**config.mk**
```make
export PLATFORM = sky130hd
export DESIGN_NAME = wave_ram_loader
export DESIGN_NICKNAME = d
export VERILOG_FILES = /design/src/rtl/wave_ram_loader.sv
export SDC_FILE = /design/constraint.sdc
export NUM_CORES = 1
export LEC_CHECK = 0
export CAP_MARGIN = 0
export CELL_PAD_IN_SITES_DETAIL_PLACEMENT = 1
export CELL_PAD_IN_SITES_GLOBAL_PLACEMENT = 2
export CORE_MARGIN = 10
export CORE_UTILIZATION = 36
export CTS_CLUSTER_DIAMETER = 60
export CTS_CLUSTER_SIZE = 25
export DETAILED_ROUTE_END_ITERATION = 8
export DONT_BUFFER_PORTS = 1
export PLACE_DENSITY_LB_ADDON = 0.1
export SYNTH_ARGS = -nofsm -noshare
export SYNTH_HDL_FRONTEND = slang
export SYNTH_SLANG_ARGS = --single-unit
```
**constraint.sdc**
```tcl
create_clock -name clk -period 1.7 [get_ports clk]
set_input_delay 0.51 -clock clk [delete_from_list [all_inputs] [get_ports clk]]
set_output_delay 0.51 -clock clk [all_outputs]
set_load 0.05 [all_outputs]
```
**src/rtl/wave_ram_loader.sv**
```systemverilog
// Writer side of the DDS ping-pong waveform table: streams DEPTH samples into the inactive bank, then flips rd_bank.
// Optional feature macro: WAVE_LOADER_CHECKSUM_EN adds a trailing checksum beat that must zero the byte sum.
module wave_ram_loader #(
   parameter int ADDR_WIDTH = 9,
   parameter int DATA_WIDTH = 8,
   parameter int DEPTH      = 400
) (
   input  logic                  clk,
   input  logic                  rst,
   input  logic                  start,
   input  logic                  s_valid,
   input  logic [DATA_WIDTH-1:0] s_data,
   input  logic                  s_last,
   output logic                  s_ready,
   output logic                  wr_en,
   output logic [ADDR_WIDTH:0]   wr_addr,
   output logic [DATA_WIDTH-1:0] wr_data,
   output logic                  rd_bank,
   output logic                  busy,
   output logic                  done,
   output logic                  err
);

   // state  | meaning
   // IDLE   | waiting for start, s_ready low
   // LOAD   | accepting beats, writing into bank wbank
   // COMMIT | last write lands; rd_bank flips with the done pulse on exit
   typedef enum logic [1:0] {S_IDLE, S_LOAD, S_COMMIT} state_t;

`ifdef WAVE_LOADER_CHECKSUM_EN
   localparam logic [ADDR_WIDTH-1:0] END_IDX = ADDR_WIDTH'(DEPTH);
`else
   localparam logic [ADDR_WIDTH-1:0] END_IDX = ADDR_WIDTH'(DEPTH - 1);
`endif

   state_t                  state;
   logic [ADDR_WIDTH-1:0]   idx;
   logic                    wbank;
   logic                    accept;
   logic                    at_end;

   assign s_ready = (state == S_LOAD);
   assign busy    = (state != S_IDLE);
   assign accept  = s_valid & s_ready;
   assign at_end  = (idx == END_IDX);

`ifdef WAVE_LOADER_CHECKSUM_EN
   logic [DATA_WIDTH-1:0]   sum;
   logic [DATA_WIDTH-1:0]   sum_next;
   assign sum_next = sum + s_data;
`endif

   always_ff @(posedge clk) begin
      if (rst) begin
         state   <= S_IDLE;
         idx     <= '0;
         wbank   <= 1'b0;
         wr_en   <= 1'b0;
         wr_addr <= '0;
         wr_data <= '0;
         rd_bank <= 1'b0;
         done    <= 1'b0;
         err     <= 1'b0;
`ifdef WAVE_LOADER_CHECKSUM_EN
         sum     <= '0;
`endif
      end else begin
         wr_en <= 1'b0;
         done  <= 1'b0;
         err   <= 1'b0;
         case (state)
            S_IDLE: begin
               if (start) begin
                  idx   <= '0;
                  wbank <= ~rd_bank;
                  state <= S_LOAD;
`ifdef WAVE_LOADER_CHECKSUM_EN
                  sum   <= '0;
`endif
               end
            end
            S_LOAD: begin
               if (accept) begin
`ifdef WAVE_LOADER_CHECKSUM_EN
                  // the checksum beat sits at idx=DEPTH and is never written to RAM
                  if (!at_end) begin
                     wr_en   <= 1'b1;
                     wr_addr <= {wbank, idx};
                     wr_data <= s_data;
                     sum     <= sum_next;
                  end
                  if (at_end) begin
                     if (s_last && (sum_next == '0)) begin
                        state <= S_COMMIT;
                     end else begin
                        err   <= 1'b1;
                        state <= S_IDLE;
                     end
                  end else if (s_last) begin
                     err   <= 1'b1;
                     state <= S_IDLE;
                  end else begin
                     idx <= idx + 1'b1;
                  end
`else
                  wr_en   <= 1'b1;
                  wr_addr <= {wbank, idx};
                  wr_data <= s_data;
                  if (at_end) begin
                     if (s_last) begin
                        state <= S_COMMIT;
                     end else begin
                        err   <= 1'b1;
                        state <= S_IDLE;
                     end
                  end else if (s_last) begin
                     err   <= 1'b1;
                     state <= S_IDLE;
                  end else begin
                     idx <= idx + 1'b1;
                  end
`endif
               end
            end
            S_COMMIT: begin
               // flip after the final write has landed so the reader never sees a partial table
               rd_bank <= ~rd_bank;
               done    <= 1'b1;
               state   <= S_IDLE;
            end
            default: state <= S_IDLE;
         endcase
      end
   end

endmodule

```
==> results.tsv <==
stage	metric	value	unit
run_status	outcome	finished clean	
route	dr.pass1.iters	4	
setup_path	crit_arrival	1.15	ns
global_routing	grt_pass1_wl	6850	µm
placed_design	gp_congestion	0.857	
synthesis	ys_ff_latch	34	
synthesis	synth_area	0.00152	mm²
placed_design	portBuffers	0	
route	wl_per_cell	17.8	µm
setup_path	cp.required	1.19	ns
route	final_antenna_net_count	0	
timing	timing.final.hold_violations	0	
global_routing	grt_util_all_layers	11.6	%
finish	n_antenna_cell	0	
route	via_per_inst	5.37	
setup_path	crit_chain	or2_1	
route	drc	0	
global_routing	antenna_found_initial	0	
power_and_ir_drop	powerDensity	911	mW/mm²
synthesis	synth-xor-area-share	0.577	%
global_routing	grt_overflow_total	0	
finish	nets	203	
placed_design	dp_hpwl	3100	µm
setup_path	slowest_stage	or2_1	
global_routing	grt_max_degree	32	
synthesis	muxShareOfSynthArea	0.659	%
timing	fin_crit_sh	97.6	%
hold_path	worst_hold_path_type	input port to flop	
timing	finalSetupViolCount	0	
synthesis	synthDistinctLibCells	45	
timing	period_needed	1.66	ns
floorplan	io_pins	37	
placed_design	dpl_cell_area	0.00164	mm²
setup_path	start_kind	flop	
timing	final_max_slew_viol_count	0	
setup_path	critical_path.max_fanout	6	
cts	insertion_delay	0.28	ns
setup_path	worst-path-buf-inv	0	
finish	n_fill_cell	497	
cts	hold_buffers	0	
synthesis	synthAdderAreaFrac	1.65	%
synthesis	yosysWarnings	0	
finish	synthToLayoutAreaGrowth	14.4	%
synthesis	syn_avg_cell_area	8.63	µm²
global_routing	grt_pass1_vias	1291	
setup_path	critical_path_class	flop to output port	
cts	h-tree-depth	2	
timing	tightest_slew	0.566	ns
timing	fin_skew	0.00521	ns
cts	clk_pin_slew	0.07	ns
route	vias	1277	
setup_path	crit_family	simple AND/OR/NAND/NOR gates	
synthesis	synth.yosys.seq_area_share	44.8	%
synthesis	synth_cells	176	
power_and_ir_drop	ir_worst_vdd	0.392	mV
floorplan	dieWidth	85.0	µm
floorplan	core	0.00403	mm²
floorplan	die_area	0.00722	mm²
floorplan	start_util	37.7	%
synthesis	synth-simple-area-share	26.2	%
setup_path	max_stage_delay	0.47	ns
route	drt_iter0_markers	44	
run	cap_violations	0	
timing	max_freq	0.603	GHz
synthesis	synth_top_cell_by_area	dfxtp_1	
cts	root_buffer	clkbuf_8	
synthesis	synth_top_cell_area_share	44.8	%
timing	rsz0062_at_grt	false	
cts	cts_buffers	5	
synthesis	synth_compound_area_share	19.8	%
power_and_ir_drop	power_leakage	0.000626	µW
synthesis	synthTopCellsByArea	dfxtp_1 (45%), nand2_1 (11%), a21oi_1 (6.9%)	
finish	final_core_utilization	43.1	%
cts	cts_buffer_depth	2	
finish	drive_gt1_share	20.2	%
finish	fin_area	0.00174	mm²
setup_path	endpoint_kind	output port	
synthesis	synth_top_family_by_area	simple AND/OR/NAND/NOR gates	
timing	setup_tns	0	ns
timing	maxSlewHeadroom	62.2	%
floorplan	rows	23	
route	wl	4240	µm
power_and_ir_drop	p_total	1580	µW
cts	cts.sinks	34	
setup_path	worst-r2r-setup-slack	0.08	ns
cts	cts_tree	built	
floorplan	die_y	85.0	µm
synthesis	syn_nets	191	
flip-flops by register name, summed over array words and instances (netlist names):
| register | flops |
|---|---|
| rd_bank | 1 |
| state | 2 |
| wr_en | 1 |
| idx | 9 |
| err | 1 |
| wbank | 1 |
| done | 1 |
| wr_data | 8 |
| wr_addr | 10 |
layer usage:
layer  part of all wire, %  GRT usage [%]
met5                     0              0
met2                    49           19.1
met3                   6.7           4.68
met4                   1.5           4.19
met1                    43           13.3
kinds of logic after synthesis:
group | after synthesis
fa+ha+maj | 2
simple gates | 79
flops | 34
buf+inv | 15
xor+xnor | 1
compound gates | 44
mux | 1
Yosys cell counts (all sizes together):
cell	instances
xnor2	1
and4	1
o31ai	2
nand4	1
buf	8
a21oi	21
mux2i	1
dfxtp	34
and2	2
nor2	8
inv	5
nand2b	2
a311oi	1
and3	2
a31oi	3
clkbuf	2
or2b	2
nor4	2
o2111a	1
a31o	1
o22ai	1
nand3	4
ha	2
nor2b	1
or3	1
or2	2
nand2	44
a41oi	2
o211a	1
nor3	7
o21a	1
a22o	1
o21ai	7
o211ai	1
a32oi	1
stage by stage:
stage	hold slack (ns)	std cells	setup WS [ns]
after floorplan	0.432	176	0.201
after global placement	0.448	231	0.0987
after detailed placement	0.453	231	0.0268
after CTS	0.277	238	0.00530
after global routing	0.280	238	0.00558
final	0.291	238	0.0407
power breakdown:
part	internal, µW	switching (µW)
Sequential	815	52.5
Clock	274	278
Combinational	59.6	105
Total	1150	435
cell type report:
type	count	area (µm²)	share of cell area [%]
Clock buffer	5	68.8	3.96
Timing Repair Buffer	15	138	7.92
Inverter	5	21.3	1.22
Tap cell	50	62.6	3.60
Clock inverter	2	10.0	0.576
Multi-Input combinational cell	127	756	43.5
Sequential cell	34	682	39.2
what timing repair did:
item                                    4_1_cts  5_1_grt
resized for setup                             1        3
setup buffers                                 0        0
endpoints found under the setup margin        2        8
cloned                                        0        0
worst paths after layout:
check	from	to	depth (start not counted)
worst max-delay path	state[0]$_SDFFE_PP0P_	busy	1
worst min-delay path	rst	wr_addr[4]$_SDFFE_PP0N_	1
worst max register to register	idx[0]$_SDFFE_PP0P_	idx[5]$_SDFFE_PP0P_	5
worst min register to register	wbank$_SDFFE_PP0P_	wr_addr[9]$_SDFFE_PP0N_	2
layout by cell type (no fill, tap or decap), drive strengths merged, types with 2 or more instances in the layout:
cell type	count
nor3	7
o31ai	2
dfxtp	34
clkinv	2
a31oi	3
a21oi	21
nand3	4
and2	2
or2b	2
and3	2
or2	2
inv	5
nand2b	2
nor4	2
nor2	8
nand2	44
clkbuf	5
ha	2
a41oi	2
buf	15
o21ai	7
(Power assumes the default switching activity.)
